[src/rtl/mcu_pc_sequencer_if.sv]
// Request/status bundle between an instruction fetch front end and the PC sequencer.
// The master issues flow-control requests. The slave is the sequencer, which reports PC and stack status.
interface mcu_pc_sequencer_if #(
  parameter int PC_WIDTH    = 8,
  parameter int STACK_DEPTH = 4
);
  localparam int DW = $clog2(STACK_DEPTH) + 1;

  logic [PC_WIDTH-1:0] resetPC;
  logic                i_stall;
  logic                i_jump;
  logic                i_call;
  logic                i_ret;
  logic [PC_WIDTH-1:0] i_target;
  logic [PC_WIDTH-1:0] currentPC;
  logic [DW-1:0]       o_depth;
  logic                o_stackFull;
  logic                o_stackEmpty;
  logic                o_fault;

  modport master (
    output resetPC, i_stall, i_jump, i_call, i_ret, i_target,
    input  currentPC, o_depth, o_stackFull, o_stackEmpty, o_fault
  );

  modport slave (
    input  resetPC, i_stall, i_jump, i_call, i_ret, i_target,
    output currentPC, o_depth, o_stackFull, o_stackEmpty, o_fault
  );
endinterface

[src/rtl/mcu_pc_sequencer.sv]
// Program counter sequencer with a return-address stack.
// A stack overflow or underflow freezes the sequencer in a fault state, and only Reset clears that state.
module mcu_pc_sequencer #(
  parameter int PC_WIDTH    = 8,
  parameter int STACK_DEPTH = 4
) (
  input  logic               Clk,
  input  logic               Reset,
  mcu_pc_sequencer_if.slave  bus
);
  localparam int DW  = $clog2(STACK_DEPTH) + 1;
  localparam int SPW = $clog2(STACK_DEPTH);
  localparam logic [DW-1:0]       DEPTH_FULL = DW'(STACK_DEPTH);
  localparam logic [DW-1:0]       DEPTH_ONE  = DW'(1);
  localparam logic [PC_WIDTH-1:0] PC_ONE     = PC_WIDTH'(1);

  typedef enum logic {S_RUN, S_FAULT} state_e;

  state_e              state_q;
  logic [PC_WIDTH-1:0] pc_q;
  logic [DW-1:0]       depth_q;
  logic                fault_q;
  logic [PC_WIDTH-1:0] stack_q [STACK_DEPTH];

  logic [PC_WIDTH-1:0] pc_inc_d;
  logic [SPW-1:0]      push_idx_d;
  logic [SPW-1:0]      top_idx_d;

  // The increment wraps naturally. The stack index is the depth truncated to SPW bits.
  assign pc_inc_d   = pc_q + PC_ONE;
  assign push_idx_d = depth_q[SPW-1:0];
  assign top_idx_d  = push_idx_d - SPW'(1);

  // NOTE: sequential state uses non-blocking assignments, so every read in this block sees the pre-edge values.
  always_ff @(posedge Clk) begin
    if (Reset) begin
      // NOTE: the stack array is deliberately left unreset. Clearing depth_q makes every entry unreachable until it is rewritten.
      pc_q    <= bus.resetPC;
      depth_q <= '0;
      fault_q <= 1'b0;
      state_q <= S_RUN;
    end else if (state_q == S_RUN) begin
      if (bus.i_stall) begin
        pc_q <= pc_q;
      end else if (bus.i_ret) begin
        // A call that arrives together with a ret is dropped silently.
        if (depth_q != '0) begin
          pc_q    <= stack_q[top_idx_d];
          depth_q <= depth_q - DEPTH_ONE;
        end else begin
          fault_q <= 1'b1;
          state_q <= S_FAULT;
        end
      end else if (bus.i_call) begin
        if (depth_q != DEPTH_FULL) begin
          stack_q[push_idx_d] <= pc_inc_d;
          depth_q             <= depth_q + DEPTH_ONE;
          pc_q                <= bus.i_target;
        end else begin
          fault_q <= 1'b1;
          state_q <= S_FAULT;
        end
      end else if (bus.i_jump) begin
        pc_q <= bus.i_target;
      end else begin
        pc_q <= pc_inc_d;
      end
    end
  end

  assign bus.currentPC    = pc_q;
  assign bus.o_depth      = depth_q;
  assign bus.o_fault      = fault_q;
  assign bus.o_stackFull  = (depth_q == DEPTH_FULL);
  assign bus.o_stackEmpty = (depth_q == '0);
endmodule

[src/flat_wrapper.sv]
// flat-port wrapper written by rule: the top's interface ports become plain ports
module mcu_pc_sequencer_flat 
#(
  parameter int PC_WIDTH    = 8,
  parameter int STACK_DEPTH = 4
)
  (Clk, Reset, bus_resetPC, bus_i_stall, bus_i_jump, bus_i_call, bus_i_ret, bus_i_target, bus_currentPC, bus_o_depth, bus_o_stackFull, bus_o_stackEmpty, bus_o_fault);
  mcu_pc_sequencer_if #(.PC_WIDTH(PC_WIDTH), .STACK_DEPTH(STACK_DEPTH)) bus_i ();
  input  logic Clk;
  input  logic Reset;
  input wire logic [$bits(bus_i.resetPC)-1:0] bus_resetPC;
  input wire logic [$bits(bus_i.i_stall)-1:0] bus_i_stall;
  input wire logic [$bits(bus_i.i_jump)-1:0] bus_i_jump;
  input wire logic [$bits(bus_i.i_call)-1:0] bus_i_call;
  input wire logic [$bits(bus_i.i_ret)-1:0] bus_i_ret;
  input wire logic [$bits(bus_i.i_target)-1:0] bus_i_target;
  output wire logic [$bits(bus_i.currentPC)-1:0] bus_currentPC;
  output wire logic [$bits(bus_i.o_depth)-1:0] bus_o_depth;
  output wire logic [$bits(bus_i.o_stackFull)-1:0] bus_o_stackFull;
  output wire logic [$bits(bus_i.o_stackEmpty)-1:0] bus_o_stackEmpty;
  output wire logic [$bits(bus_i.o_fault)-1:0] bus_o_fault;
  assign bus_i.resetPC = bus_resetPC;
  assign bus_i.i_stall = bus_i_stall;
  assign bus_i.i_jump = bus_i_jump;
  assign bus_i.i_call = bus_i_call;
  assign bus_i.i_ret = bus_i_ret;
  assign bus_i.i_target = bus_i_target;
  assign bus_currentPC = bus_i.currentPC;
  assign bus_o_depth = bus_i.o_depth;
  assign bus_o_stackFull = bus_i.o_stackFull;
  assign bus_o_stackEmpty = bus_i.o_stackEmpty;
  assign bus_o_fault = bus_i.o_fault;
  mcu_pc_sequencer #(.PC_WIDTH(PC_WIDTH), .STACK_DEPTH(STACK_DEPTH)) u_core (.Clk(Clk), .Reset(Reset), .bus(bus_i));
endmodule
[config.mk]
export PLATFORM = sky130hd
export DESIGN_NAME = mcu_pc_sequencer_flat
export DESIGN_NICKNAME = d
export VERILOG_FILES = /design/src/rtl/mcu_pc_sequencer_if.sv /design/src/rtl/mcu_pc_sequencer.sv /design/src/flat_wrapper.sv
export SDC_FILE = /design/constraint.sdc
export NUM_CORES = 1
export LEC_CHECK = 0
export CAP_MARGIN = 20
export CORE_ASPECT_RATIO = 1.2
export CORE_MARGIN = 10
export CORE_UTILIZATION = 52
export CTS_BUF_LIST = sky130_fd_sc_hd__clkbuf_16
export DETAILED_ROUTE_END_ITERATION = 10
export PLACE_DENSITY_LB_ADDON = 0.15
export SLEW_MARGIN = 20
export SYNTH_ARGS = -nofsm -noshare
export SYNTH_HDL_FRONTEND = slang
export SYNTH_SLANG_ARGS = --single-unit
[constraint.sdc]
create_clock -name Clk -period 3.3 [get_ports Clk]
set_clock_uncertainty 0.15 [all_clocks]
set_input_delay 0.66 -clock Clk [delete_from_list [all_inputs] [get_ports Clk]]
set_output_delay 0.66 -clock Clk [all_outputs]
set_load 0.05 [all_outputs]
==> flow_summary.json <==
{
  "yosysUniqueCellTypes": 37,
  "syn_area_um2": 2160,
  "synth_top_cell_area_share_pct": 55.7,
  "antenna_found_initial": 0,
  "async_flop_share_pct": 0,
  "synthTopCellsByCount": "40 x edfxtp_1, 15 x nor2_1, 13 x o21ai_0",
  "hold_viol": 0,
  "ys_seq_area_share_pct": 60.4,
  "synth_area_leaders": "edfxtp_1 56%, mux4_2 5.2%, dfxtp_1 4.6%",
  "path_clk_slew_ns": 0.06,
  "required_ns": 2.49,
  "fin_ws_ns": 0.461,
  "status": "finished clean",
  "rsz0062_at_grt": "false",
  "synthToLayoutAreaGrowth_pct": 26.1,
  "ys_ff_latch": 45,
  "busiest_layer": "met2",
  "drtPass1Iterations": 4,
  "min_period_ns": 2.84,
  "met3_usage_pct": 3.69,
  "postCtsSetupBuffers": 0,
  "clk_path_buf_depth": 2,
  "max_cap_viol_count": 0,
  "period_share_pct": 86.0,
  "cts_tree": "yes",
  "max_freq_ghz": 0.352,
  "fillers": 302,
  "p_per_area_nw_per_um2": 580,
  "grt_max_degree": 18,
  "cp-start-kind": "flip-flop",
  "synth_edf_count": 40,
  "drcViolationCount": 0,
  "drive_gt1_share_pct": 9.60,
  "dp_slack_ns": 0.495,
  "grt_pass1_wl_um": 7710,
  "crit_fanout": 8,
  "grt_use_met2_pct": 23.5,
  "drv_slew": 0,
  "max-vdd-ir-drop_mv": 0.402,
  "hpwl_um": 3620,
  "syn_area_per_cell_um2": 13.7,
  "routed_via_density": 5.73,
  "rr_worst_depth": 5,
  "gp_congestion": 0.849,
  "cp_data_arrival_time_ns": 2.03,
  "die_h_um": 90.5,
  "drt_iter0_drc": 131,
  "avgRoutedWirePerCell_um": 19.4,
  "cts_resized": 0,
  "die_area_um2": 7130,
  "worst-setup-path-type": "reg2out",
  "tightestPinTransition_ns": 0.517,
  "cts_buffers": 5,
  "final_nets": 225,
  "n_antenna_cell": 0,
  "grt_overflow": 0,
  "clkSinkCount": 45,
  "min_from": "u_core.bus.o_fault",
  "initial_core_util_pct": 54.3,
  "io_pins": 36,
  "ant_nets": 0,
  "setup_viol": 0,
  "num_rows": 25,
  "clock-root-buffer": "clkbuf_16",
  "synthesis.nets": 185,
  "dr_total_vias": 1445,
  "tns_ns": 0,
  "p_leak_nw": 0.952,
  "hold_depth": 2,
  "slew_headroom_pct": 65.4,
  "wirelength_um": 4900,
  "htreeDepth": 2,
  "r2r-start": "u_core.bus.o_depth[1]",
  "yosysTopAreaCell": "edfxtp_1",
  "hold_end": "u_core.bus.o_fault",
  "ys.flop_type": "edfxtp_1",
  "end_kind": "output pin",
  "port_buffers": 35,
  "fp.coreArea_um2": 3970,
  "grt_pass1_vias": 1488,
  "hold_buffers": 0,
  "dieWidth_um": 78.8,
  "gr-usage-all-layers_pct": 13.9,
  "yosysMostFrequentCell": "edfxtp_1",
  "syn-instance-count": 157,
  "r2r-end": "u_core.stack_q[0][1]",
  "hp-class": "reg2reg",
  "worstSkewPairLatency_ns": 0.29,
  "r2r_slack_ns": 1.09,
  "yosysWarnings": 0,
  "use_met1_pct": 16.3
}
worst max path at each step:
stage / startpoint / to / slack (ns) / depth (start not counted)
6_report: u_core.bus.o_depth[1] / bus_o_stackEmpty / 0.46 / 4
3_5_place_dp: bus_i_ret / u_core.stack_q[0][6] / 0.49 / 5
3_3_place_gp: bus_i_ret / u_core.stack_q[2][5] / 0.57 / 5
2_1_floorplan: u_core.bus.o_depth[0] / u_core.bus.currentPC[0] / 0.63 / 5
4_1_cts: u_core.bus.o_depth[1] / bus_o_stackEmpty / 0.44 / 4
5_1_grt: u_core.bus.o_depth[1] / bus_o_stackEmpty / 0.36 / 4
routing by layer:
| metal | part of all wire, % | wire [um] | vias to the layer above |
|---|---|---|---|
| li1 | - | - | 685 |
| met1 | 44 | 2150 | 702 |
| met2 | 49 | 2400 | 49 |
| met3 | 5.2 | 255 | 9 |
| met4 | 1.8 | 86 | 0 |
| met5 | 0 | 0 | - |
final cells by class:
type                       instances  area, um^2  share of cell area, %
multi-input combinational         99         790                   29.0
inverter                           7        26.3                  0.966
timing repair buffer              39         380                   14.0
clock buffer                       5         125                   4.60
sequential                        45        1300                   47.9
clock inverter                     3        28.8                   1.06
tap                               54        67.6                   2.49
worst max-delay path: stages (launching register included):
cell             delay (ns)
dfxtp_1                0.35
inv_1                  0.13
ha_1                   0.28
nor2b_1                0.16
clkdlybuf4s50_1        0.82
cell families (layout without fill, tap and decap cells):
group           after synthesis  in the layout  share of synthesized area, %
fa+ha+maj                     6              6                          3.83
xor+xnor                      5              5                          2.03
mux                           9              9                          9.40
simple gates                 46             46                          10.9
buf+inv                      13             54                          3.02
compound gates               33             33                          10.5
flops                        45             45                          60.4
sequential cells by signal, summed over array words and instances, names as in the netlist:
signal                count
u_core.bus.currentPC      8
u_core.bus.o_depth        3
u_core.bus.o_fault        1
u_core.stack_q           32
u_core.state_q            1
power by group:
group | internal, W | leakage (nW) | switching (W)
sequential | 0.000669 | 0.411 | 0.0000277
combinational | 0.000146 | 0.464 | 0.000220
clock | 0.000291 | 0.0767 | 0.000223
cells in the final DEF (no fill, tap or decap), drive strengths merged, types with 5 or more instances in the layout:
cell	n
and2	5
clkbuf	5
clkdlybuf4s50	35
dfxtp	5
edfxtp	40
ha	5
inv	10
mux4	8
nand2	7
nor2	15
o21ai	13
per-stage QoR:
step | area, um^2 | utilization, % | total power [W] | instances | hold slack, ns
detailed placement | 2560 | 64.6 | 0.00107 | 244 | 0.326
CTS | 2720 | 68.4 | 0.00159 | 252 | 0.343
global placement | 2560 | 64.6 | 0.00106 | 244 | 0.301
floorplan | 2160 | - | 0.000945 | 157 | 0.312
global route | 2720 | 68.4 | 0.00164 | 252 | 0.388
finish | 2720 | 68.4 | 0.00158 | 252 | 0.339
Note: power is estimated with default switching activity, not from simulation.
